[config.mk]
export PLATFORM = sky130hd
export DESIGN_NAME = regfile_scoreboard_flat
export DESIGN_NICKNAME = d
export VERILOG_FILES = /design/src/rtl/regfile_pkg.sv /design/src/rtl/regfile_scoreboard_if.sv /design/src/rtl/regfile_pend_counter.sv /design/src/rtl/regfile_scoreboard.sv /design/src/flat_wrapper.sv
export SDC_FILE = /design/constraint.sdc
export NUM_CORES = 2
export LEC_CHECK = 0
export CORE_ASPECT_RATIO = 0.75
export CORE_MARGIN = 1
export CORE_UTILIZATION = 45
export DETAILED_ROUTE_END_ITERATION = 8
export HOLD_SLACK_MARGIN = 0.12
export SKIP_LAST_GASP = 1
export SYNTH_ARGS = -nofsm -noshare
export SYNTH_HDL_FRONTEND = slang
export SYNTH_HIERARCHICAL = 1
export SYNTH_SLANG_ARGS = --single-unit
[constraint.sdc]
create_clock -name clk -period 3 [get_ports clk]
set_input_delay 0.3 -clock clk [delete_from_list [all_inputs] [get_ports clk]]
set_output_delay 0.3 -clock clk [all_outputs]
set_load 0.05 [all_outputs]
[src/rtl/regfile_pkg.sv]
// Shared constants and types for the decode-stage register file with pending-write scoreboard.
package regfile_pkg;

  localparam int DEF_DATA_W   = 32;
  localparam int DEF_NUM_REGS = 32;
  localparam int DEF_PEND_W   = 2;
  localparam int DEF_ADDR_W   = $clog2(DEF_NUM_REGS);

  typedef logic [DEF_ADDR_W-1:0] reg_idx_t;
  typedef logic [DEF_PEND_W-1:0] pend_cnt_t;

endpackage

[src/rtl/regfile_scoreboard_if.sv]
// Decode/writeback bundle for the register file: read ports, write/retire, issue and hazard status.
interface regfile_scoreboard_if #(
  parameter int DATA_W = regfile_pkg::DEF_DATA_W,
  parameter int ADDR_W = regfile_pkg::DEF_ADDR_W,
  parameter int NUM_RD = 2
);

  logic                     we;
  logic [ADDR_W-1:0]        waddr;
  logic [DATA_W-1:0]        wdata;
  logic                     retire;
  logic [NUM_RD*ADDR_W-1:0] raddr;
  logic [NUM_RD*DATA_W-1:0] rdata;
  logic [NUM_RD-1:0]        rbusy;
  logic                     issue_valid;
  logic [ADDR_W-1:0]        issue_dest;
  logic                     issue_stall;
  logic                     any_pending;

  modport master (
    output we, waddr, wdata, retire, raddr, issue_valid, issue_dest,
    input  rdata, rbusy, issue_stall, any_pending
  );

  modport slave (
    input  we, waddr, wdata, retire, raddr, issue_valid, issue_dest,
    output rdata, rbusy, issue_stall, any_pending
  );

endinterface

[src/rtl/regfile_pend_counter.sv]
// Saturating up/down counter tracking outstanding writes to one architectural register.
module regfile_pend_counter
  import regfile_pkg::*;
#(
  parameter int PEND_W = DEF_PEND_W
) (
  input  logic              clk,
  input  logic              rst_n,
  input  logic              inc,
  input  logic              dec,
  output logic [PEND_W-1:0] cnt,
  output logic              sat,
  output logic              zero
);

  logic [PEND_W-1:0] cnt_q, cnt_d;

  assign cnt  = cnt_q;
  assign sat  = &cnt_q;
  assign zero = (cnt_q == '0);

  // Simultaneous inc and dec cancel; the guards keep the count inside [0, max].
  always_comb begin
    // NOTE: default first so every path assigns cnt_d and no latch is inferred.
    cnt_d = cnt_q;
    if (inc && !dec && !sat) begin
      cnt_d = cnt_q + PEND_W'(1);
    end else if (dec && !inc && !zero) begin
      cnt_d = cnt_q - PEND_W'(1);
    end
  end

  // NOTE: non-blocking assignment for state so all flops update from pre-edge values.
  always_ff @(posedge clk or negedge rst_n) begin
    if (!rst_n) begin
      cnt_q <= '0;
    end else begin
      cnt_q <= cnt_d;
    end
  end

endmodule

[src/rtl/regfile_scoreboard.sv]
// Multi-read-port register file with write-through bypass, optional zero register and
// per-register pending-write counters so decode can stall on RAW hazards.
module regfile_scoreboard
  import regfile_pkg::*;
#(
  parameter int DATA_W   = DEF_DATA_W,
  parameter int NUM_REGS = DEF_NUM_REGS,
  parameter int NUM_RD   = 2,
  parameter int PEND_W   = DEF_PEND_W,
  parameter int ZERO_REG = 1,
  localparam int ADDR_W  = $clog2(NUM_REGS)
) (
  input logic                  clk,
  input logic                  reset,
  regfile_scoreboard_if.slave  bus
);

  logic [DATA_W-1:0] regs_q [NUM_REGS];
  logic [DATA_W-1:0] regs_d [NUM_REGS];

  logic [PEND_W-1:0]   pend [NUM_REGS];
  logic [NUM_REGS-1:0] inc_vec, dec_vec, sat_vec, zero_vec;

  logic wr_en;
  logic dest_is_zero;
  logic inc_ok;
  logic dec_ok;

  logic [DATA_W-1:0] rd_val  [NUM_RD];
  logic              rd_busy [NUM_RD];

  assign wr_en        = bus.we && !((ZERO_REG != 0) && (bus.waddr == '0));
  assign dest_is_zero = (ZERO_REG != 0) && (bus.issue_dest == '0);

  assign bus.issue_stall = bus.issue_valid && sat_vec[bus.issue_dest];
  assign inc_ok          = bus.issue_valid && !bus.issue_stall && !dest_is_zero;
  assign dec_ok          = bus.we && bus.retire && !zero_vec[bus.waddr];
  assign bus.any_pending = ~&zero_vec;

  always_comb begin
    inc_vec = '0;
    dec_vec = '0;
    inc_vec[bus.issue_dest] = inc_ok;
    dec_vec[bus.waddr]      = dec_ok;
  end

  for (genvar r = 0; r < NUM_REGS; r++) begin : g_pend
    regfile_pend_counter #(
      .PEND_W (PEND_W)
    ) u_cnt (
      .clk   (clk),
      .rst_n (reset),
      .inc   (inc_vec[r]),
      .dec   (dec_vec[r]),
      .cnt   (pend[r]),
      .sat   (sat_vec[r]),
      .zero  (zero_vec[r])
    );
  end

  always_comb begin
    regs_d = regs_q;
    if (wr_en) begin
      regs_d[bus.waddr] = bus.wdata;
    end
  end

  // NOTE: the storage array is reset on purpose: a cleared file is architecturally visible.
  always_ff @(posedge clk or negedge reset) begin
    if (!reset) begin
      regs_q <= '{default: '0};
    end else begin
      regs_q <= regs_d;
    end
  end

  // A retiring write at the read address both forwards its data and clears its hazard now;
  // a same-cycle issue only shows up in rbusy from the next cycle.
  for (genvar k = 0; k < NUM_RD; k++) begin : g_rd
    logic [ADDR_W-1:0] ra;
    logic              is_zero;
    logic [PEND_W-1:0] pend_left;

    assign ra        = bus.raddr[k*ADDR_W +: ADDR_W];
    assign is_zero   = (ZERO_REG != 0) && (ra == '0);
    assign pend_left = pend[ra] - PEND_W'(dec_ok && (bus.waddr == ra));

    assign rd_val[k]  = is_zero                        ? '0        :
                        (wr_en && (bus.waddr == ra))   ? bus.wdata :
                                                         regs_q[ra];
    assign rd_busy[k] = !is_zero && (pend_left != '0);
  end

  always_comb begin
    bus.rdata = '0;
    bus.rbusy = '0;
    for (int k = 0; k < NUM_RD; k++) begin
      bus.rdata[k*DATA_W +: DATA_W] = rd_val[k];
      bus.rbusy[k]                  = rd_busy[k];
    end
  end

endmodule

[src/flat_wrapper.sv]
// flat-port wrapper written by rule: the top's interface ports become plain ports
module regfile_scoreboard_flat import regfile_pkg::*;
#(
  parameter int DATA_W   = DEF_DATA_W,
  parameter int NUM_REGS = DEF_NUM_REGS,
  parameter int NUM_RD   = 2,
  parameter int PEND_W   = DEF_PEND_W,
  parameter int ZERO_REG = 1,
  localparam int ADDR_W  = $clog2(NUM_REGS)
)
  (clk, reset, bus_we, bus_waddr, bus_wdata, bus_retire, bus_raddr, bus_issue_valid, bus_issue_dest, bus_rdata, bus_rbusy, bus_issue_stall, bus_any_pending);
  regfile_scoreboard_if #(.DATA_W(DATA_W), .ADDR_W((5)), .NUM_RD(NUM_RD)) bus_i ();
  input logic clk;
  input logic reset;
  input wire logic [$bits(bus_i.we)-1:0] bus_we;
  input wire logic [$bits(bus_i.waddr)-1:0] bus_waddr;
  input wire logic [$bits(bus_i.wdata)-1:0] bus_wdata;
  input wire logic [$bits(bus_i.retire)-1:0] bus_retire;
  input wire logic [$bits(bus_i.raddr)-1:0] bus_raddr;
  input wire logic [$bits(bus_i.issue_valid)-1:0] bus_issue_valid;
  input wire logic [$bits(bus_i.issue_dest)-1:0] bus_issue_dest;
  output wire logic [$bits(bus_i.rdata)-1:0] bus_rdata;
  output wire logic [$bits(bus_i.rbusy)-1:0] bus_rbusy;
  output wire logic [$bits(bus_i.issue_stall)-1:0] bus_issue_stall;
  output wire logic [$bits(bus_i.any_pending)-1:0] bus_any_pending;
  assign bus_i.we = bus_we;
  assign bus_i.waddr = bus_waddr;
  assign bus_i.wdata = bus_wdata;
  assign bus_i.retire = bus_retire;
  assign bus_i.raddr = bus_raddr;
  assign bus_i.issue_valid = bus_issue_valid;
  assign bus_i.issue_dest = bus_issue_dest;
  assign bus_rdata = bus_i.rdata;
  assign bus_rbusy = bus_i.rbusy;
  assign bus_issue_stall = bus_i.issue_stall;
  assign bus_any_pending = bus_i.any_pending;
  regfile_scoreboard #(.DATA_W(DATA_W), .NUM_REGS(NUM_REGS), .NUM_RD(NUM_RD), .PEND_W(PEND_W), .ZERO_REG(ZERO_REG)) u_core (.clk(clk), .reset(reset), .bus(bus_i));
endmodule
==> flow_summary.html <==
<table>
<tr><th>Metric</th><th>Value</th></tr>
<tr><th colspan="2">Final layout</th></tr>
<tr><td>Relative area change from synthesis to final layout</td><td>21.83%</td></tr>
<tr><td>Fillcell total</td><td>10.75k</td></tr>
<tr><td>Fin nets</td><td>4623</td></tr>
<tr><td>Final core utilization</td><td>55.65%</td></tr>
<tr><td>Number of antenna cells inserted</td><td>0</td></tr>
<tr><td>Share of layout cells above drive strength 1</td><td>60.45%</td></tr>
<tr><th colspan="2">Timing</th></tr>
<tr><td>Largest clock skew in the final design</td><td>0.01021 ns</td></tr>
<tr><td>Hold violation total from the final report</td><td>0</td></tr>
<tr><td>Hold_ws</td><td>0.1832 ns</td></tr>
<tr><td>Fin crit period</td><td>3.493 ns</td></tr>
<tr><td>Final Worst Setup Slack</td><td>-0.4927 ns</td></tr>
<tr><td>Max Transition Viols Final</td><td>0</td></tr>
<tr><td>RSZ-0062 raised after global routing</td><td>yes</td></tr>
<tr><td>Remaining max-slew budget at the tightest pin</td><td>30.98%</td></tr>
<tr><td>Final setup violation count</td><td>19</td></tr>
<tr><td>Post-route clock period utilization</td><td>116.4%</td></tr>
<tr><td>Actual transition at the worst max-transition pin</td><td>1.035 ns</td></tr>
<tr><td>Maximum clock frequency</td><td>286.3 MHz</td></tr>
<tr><th colspan="2">Routing</th></tr>
<tr><td>DR vias</td><td>40.95k</td></tr>
<tr><td>DRT Wirelength</td><td>196.3 mm</td></tr>
<tr><td>DR pass1 iterations</td><td>7</td></tr>
<tr><td>Antenna violation net count after detailed routing</td><td>0</td></tr>
<tr><td>DRC violation count after routing</td><td>0</td></tr>
<tr><td>Iter 0 DRT Violations</td><td>3621</td></tr>
<tr><td>Routed length per instance</td><td>30.54 µm</td></tr>
<tr><td>Vias per inst</td><td>6.372</td></tr>
<tr><th colspan="2">Power</th></tr>
<tr><td>Switching power as a share of total power</td><td>28.66%</td></tr>
<tr><td>Register share of total power</td><td>41.6%</td></tr>
<tr><td>Proportion of power drawn by combinational gates</td><td>26.2%</td></tr>
<tr><td>P_sw</td><td>13.40 mW</td></tr>
<tr><td>Largest vdd supply drop</td><td>0.0004904 V</td></tr>
<tr><td>Ratio of total power to cell area</td><td>625.4 nW/µm²</td></tr>
<tr><td>Relative contribution of the clock network to total power</td><td>32.2%</td></tr>
<tr><td>Leakage</td><td>31.61 nW</td></tr>
<tr><td>Internal power contribution</td><td>33.37 mW</td></tr>
<tr><th colspan="2">Floorplanning</th></tr>
<tr><td>Core area</td><td>134400 µm²</td></tr>
<tr><td>Ports placed on the boundary</td><td>125</td></tr>
<tr><td>Die Area</td><td>137900 µm²</td></tr>
<tr><td>Die Ht</td><td>321.9 µm</td></tr>
<tr><td>Initial core utilization</td><td>45.68%</td></tr>
<tr><td>Number of placement rows</td><td>116</td></tr>
<tr><td>Die Span X</td><td>428.5 µm</td></tr>
<tr><th colspan="2">Worst setup path</th></tr>
<tr><td>Worst setup slack for register-to-register paths</td><td>-0.01 ns</td></tr>
<tr><td>Startpoint of the most critical setup path</td><td>u_core/g_pend[27].u_cnt/cnt[1]</td></tr>
<tr><td>Endpoint arrival time on the critical path</td><td>3.19 ns</td></tr>
<tr><td>Startpoint type of the worst setup path</td><td>flip-flop</td></tr>
<tr><td>Critical Path End Type</td><td>output pin</td></tr>
<tr><td>Worst setup path category</td><td>reg -&gt; out</td></tr>
<tr><td>Critical path endpoint</td><td>bus_rbusy[1]</td></tr>
<tr><td>Startpoint of the worst register-to-register path</td><td>u_core/g_pend[27].u_cnt/cnt[0]</td></tr>
<tr><td>Count of cells along the worst register-to-register path</td><td>10</td></tr>
<tr><td>Reg-to-reg critical path endpoint</td><td>u_core/g_pend[8].u_cnt/cnt[0]</td></tr>
<tr><td>Critical path fanouts, max</td><td>3</td></tr>
<tr><td>Required time at the worst-slack endpoint</td><td>2.70 ns</td></tr>
<tr><th colspan="2">Clocking</th></tr>
<tr><td>Inserted Clock Buffers</td><td>113</td></tr>
<tr><td>Root Buffer</td><td>sky130_fd_sc_hd__clkbuf_16</td></tr>
<tr><td>CTS tree</td><td>done</td></tr>
<tr><td>H-tree depth reported by CTS</td><td>3</td></tr>
<tr><td>Clock Sink Count</td><td>1088</td></tr>
<tr><td>Post-CTS clock slew at the launch and capture registers of the worst setup and hold paths</td><td>0.07 ns</td></tr>
<tr><td>Largest buffer count on any clock path</td><td>3</td></tr>
<tr><td>Skew-Pair Late Insertion Delay</td><td>0.75 ns</td></tr>
<tr><th colspan="2">Global route</th></tr>
<tr><td>Global-route wire length before repair</td><td>292.5 mm</td></tr>
<tr><td>Overall Global Routing Usage</td><td>28.65%</td></tr>
<tr><td>Vias in the first global route</td><td>41.94k</td></tr>
<tr><td>Antenna violations before repair</td><td>2</td></tr>
<tr><td>Pin count of the biggest net entering global routing</td><td>115</td></tr>
<tr><td>Remaining Overflow, GRT</td><td>0</td></tr>
<tr><th colspan="2">Synthesis</th></tr>
<tr><td>Main combinational cell family by area after synthesis</td><td>multiplexers</td></tr>
<tr><td>XOR/XNOR Fraction of Synth Area</td><td>0.1712%</td></tr>
<tr><td>Synthesized flop and latch total</td><td>1088</td></tr>
<tr><td>Number of synthesized flops with an enable pin</td><td>0</td></tr>
<tr><td>Sequential-to-total area share from yosys stat</td><td>44.35%</td></tr>
<tr><td>Fraction of post-synthesis cell area in the top cell type by area</td><td>44.35%</td></tr>
<tr><td>Netlist Area Pre-Place</td><td>61390 µm²</td></tr>
<tr><td>Post-synthesis mux area share</td><td>44.15%</td></tr>
<tr><td>Count of unique library cells instantiated by Yosys</td><td>51</td></tr>
<tr><td>Largest area contributor in the netlist</td><td>sky130_fd_sc_hd__dfrtp_1</td></tr>
<tr><td>Synthesized-area fraction occupied by adder cells</td><td>0%</td></tr>
<tr><td>Synthesized area divided by synthesized cell count</td><td>14.49 µm²</td></tr>
<tr><td>Ys async rst share</td><td>100.0%</td></tr>
<tr><td>Synthesized netlist cell count</td><td>4236</td></tr>
<tr><td>Top flip-flop cell by instance count after synthesis</td><td>sky130_fd_sc_hd__dfrtp_1</td></tr>
<tr><td>Top post-synthesis cells by area</td><td>sky130_fd_sc_hd__dfrtp_1 (44%), sky130_fd_sc_hd__mux4_2 (22%), sky130_fd_sc_hd__mux2_2 (19%), sky130_fd_sc_hd__mux2i_1 (2.2%), sky130_fd_sc_hd__nor2_1 (1.7%)</td></tr>
<tr><td>Synth Area in Compound Gates</td><td>2.362%</td></tr>
<tr><td>Synth Warn #</td><td>6</td></tr>
<tr><td>Simple-Gate Fraction of Synth Area</td><td>5.829%</td></tr>
<tr><th colspan="2">Placement</th></tr>
<tr><td>Count of port buffers added during placement</td><td>124</td></tr>
<tr><td>Detailed-placement wirelength estimate</td><td>123.2 mm</td></tr>
<tr><td>Final estimated routing congestion in global placement</td><td>0.8656</td></tr>
<tr><th colspan="2">Min path</th></tr>
<tr><td>Worst min-delay path category</td><td>in -&gt; async</td></tr>
<tr><th colspan="2">Status</th></tr>
<tr><td>Failing checks</td><td>negative setup slack</td></tr>
<tr><td>Run status</td><td>complete, but fails checks</td></tr>
<tr><th colspan="2">Job</th></tr>
<tr><td>Number of max-capacitance violations reported</td><td>0</td></tr>
</table>
[per-layer routing]
metal | part of all wire (%) | wire length (µm) | global-route usage, %
met3 | 7.6 | 15000 | 5.484
met4 | 3.1 | 6119 | 7.559
met1 | 44 | 86320 | 41.89
met2 | 45 | 88830 | 43.86
met5 | 0 | 0 | 0
[worst min-delay path by stage]
stage,from,to,slack [ns],cells after the start
after detailed placement,reset,u_core/regs_q[755],0.36,1
after global placement,reset,u_core/regs_q[755],0.36,1
final,reset,u_core/g_pend[9].u_cnt/cnt[0],0.18,2
after floorplan,reset,u_core/g_pend[0].u_cnt/cnt[0],0.004,0
after global routing,reset,u_core/regs_q[755],0.19,2
after CTS,reset,u_core/regs_q[139],0.16,2
[power by group through the flow]
stage | Sequential [mW] | Clock, mW | Combinational, mW
after floorplan | 19.0 | 0 | 7.98
after global placement | 19.5 | 0 | 11.5
after detailed placement | 19.6 | 0 | 11.7
after CTS | 19.4 | 15.4 | 12.1
after global routing | 19.8 | 15.9 | 13.0
final | 19.4 | 15.1 | 12.3
[area by class of cell]
cell class                      count  area [µm²]  share of cell area [%]
Sequential cell                  1088       27240                   36.42
Multi-Input combinational cell   2712       33680                   45.04
Timing Repair Buffer              651        7724                   10.33
Clock inverter                     57       753.2                   1.007
Clock buffer                      149        3176                   4.246
Tap cell                         1770        2215                   2.961
[cells by family (layout without fill, tap and decap cells)]
family	after synthesis	count (layout)
compound gates	225	225
xor+xnor	12	12
flops	1088	1088
mux	1798	1798
simple gates	673	673
other cells	1	4
buf+inv	439	857
[cell usage after synthesis (3+ instances only)]
cell type	instances
sky130_fd_sc_hd__xnor2_1	8
sky130_fd_sc_hd__clkbuf_1	222
sky130_fd_sc_hd__mux4_1	8
sky130_fd_sc_hd__buf_4	13
sky130_fd_sc_hd__o211ai_1	10
sky130_fd_sc_hd__a21oi_1	62
sky130_fd_sc_hd__mux2_2	1039
sky130_fd_sc_hd__nand3_1	17
sky130_fd_sc_hd__a211oi_1	46
sky130_fd_sc_hd__mux2_1	4
sky130_fd_sc_hd__nor3_2	32
sky130_fd_sc_hd__and2_1	4
sky130_fd_sc_hd__mux2i_1	134
sky130_fd_sc_hd__nand3b_1	9
sky130_fd_sc_hd__nor3b_1	6
sky130_fd_sc_hd__o21ai_0	20
sky130_fd_sc_hd__nand2_1	61
sky130_fd_sc_hd__o21ai_1	32
sky130_fd_sc_hd__and3b_1	35
sky130_fd_sc_hd__nor3_1	40
sky130_fd_sc_hd__nand2b_1	69
sky130_fd_sc_hd__a21oi_2	32
sky130_fd_sc_hd__nand4_1	14
sky130_fd_sc_hd__dfrtp_1	1088
sky130_fd_sc_hd__nor4_1	4
sky130_fd_sc_hd__buf_2	159
sky130_fd_sc_hd__nor2_1	283
sky130_fd_sc_hd__a22oi_1	15
sky130_fd_sc_hd__mux4_2	613
sky130_fd_sc_hd__and2_2	33
sky130_fd_sc_hd__or3b_2	3
sky130_fd_sc_hd__xor2_1	4
sky130_fd_sc_hd__buf_1	41
sky130_fd_sc_hd__o22ai_1	4
sky130_fd_sc_hd__nor2b_1	53
[state kept, by name, summed over array words and instances, names as in the netlist]
signal / count
u_core/g_pend.u_cnt/cnt: 64
u_core/regs_q: 1024
[per-stage QoR]
step	setup slack (ns)	TNS, ns	total power [mW]	area [µm²]	instances
floorplan	-0.3421	-7.853	26.99	61580	4239
global placement	-0.2588	-13.52	31.05	69280	6166
detailed placement	-0.3255	-18.16	31.34	69280	6166
CTS	-0.3991	-3.135	46.77	73870	6414
global route	-0.5843	-6.262	48.75	74790	6427
finish	-0.4927	-1.664	46.77	74790	6427
[what timing repair did]
item,in CTS,in global routing
endpoints found under the setup margin,57,118
hold endpoints to repair,370,0
hold buffers,1,0
cloned,0,3
buffers inserted,49,28
gates resized for setup,103,197
pin swaps,41,70
[critical path, cell delays in order (launching register included)]
cell and delay [ns]:
sky130_fd_sc_hd__dfrtp_2 0.41, sky130_fd_sc_hd__buf_6 0.13, sky130_fd_sc_hd__nor2_4 0.04, sky130_fd_sc_hd__mux4_2 0.49, sky130_fd_sc_hd__a22o_1 0.24, sky130_fd_sc_hd__nor4_2 0.34
sky130_fd_sc_hd__buf_4 0.18, sky130_fd_sc_hd__nand3_2 0.07, sky130_fd_sc_hd__xnor2_1 0.12, sky130_fd_sc_hd__a21oi_1 0.14, sky130_fd_sc_hd__buf_4 0.15, sky130_fd_sc_hd__buf_12 0.13
[cells in the final DEF (no fill, tap or decap), types with 48 or more instances in the layout]
cell,Yosys,final
sky130_fd_sc_hd__mux2_2,1039,1037
sky130_fd_sc_hd__dfrtp_1,1088,1077
sky130_fd_sc_hd__buf_4,13,374
sky130_fd_sc_hd__mux2i_1,134,126
sky130_fd_sc_hd__a21oi_1,62,48
sky130_fd_sc_hd__clkbuf_16,0,122
sky130_fd_sc_hd__mux4_2,613,615
sky130_fd_sc_hd__nor2_2,0,52
sky130_fd_sc_hd__nor2_1,283,186
sky130_fd_sc_hd__nand2b_1,69,66
sky130_fd_sc_hd__nand2_1,61,55
sky130_fd_sc_hd__buf_12,0,196
sky130_fd_sc_hd__nor3_2,32,59
Note: power is estimated with default switching activity, not from simulation.
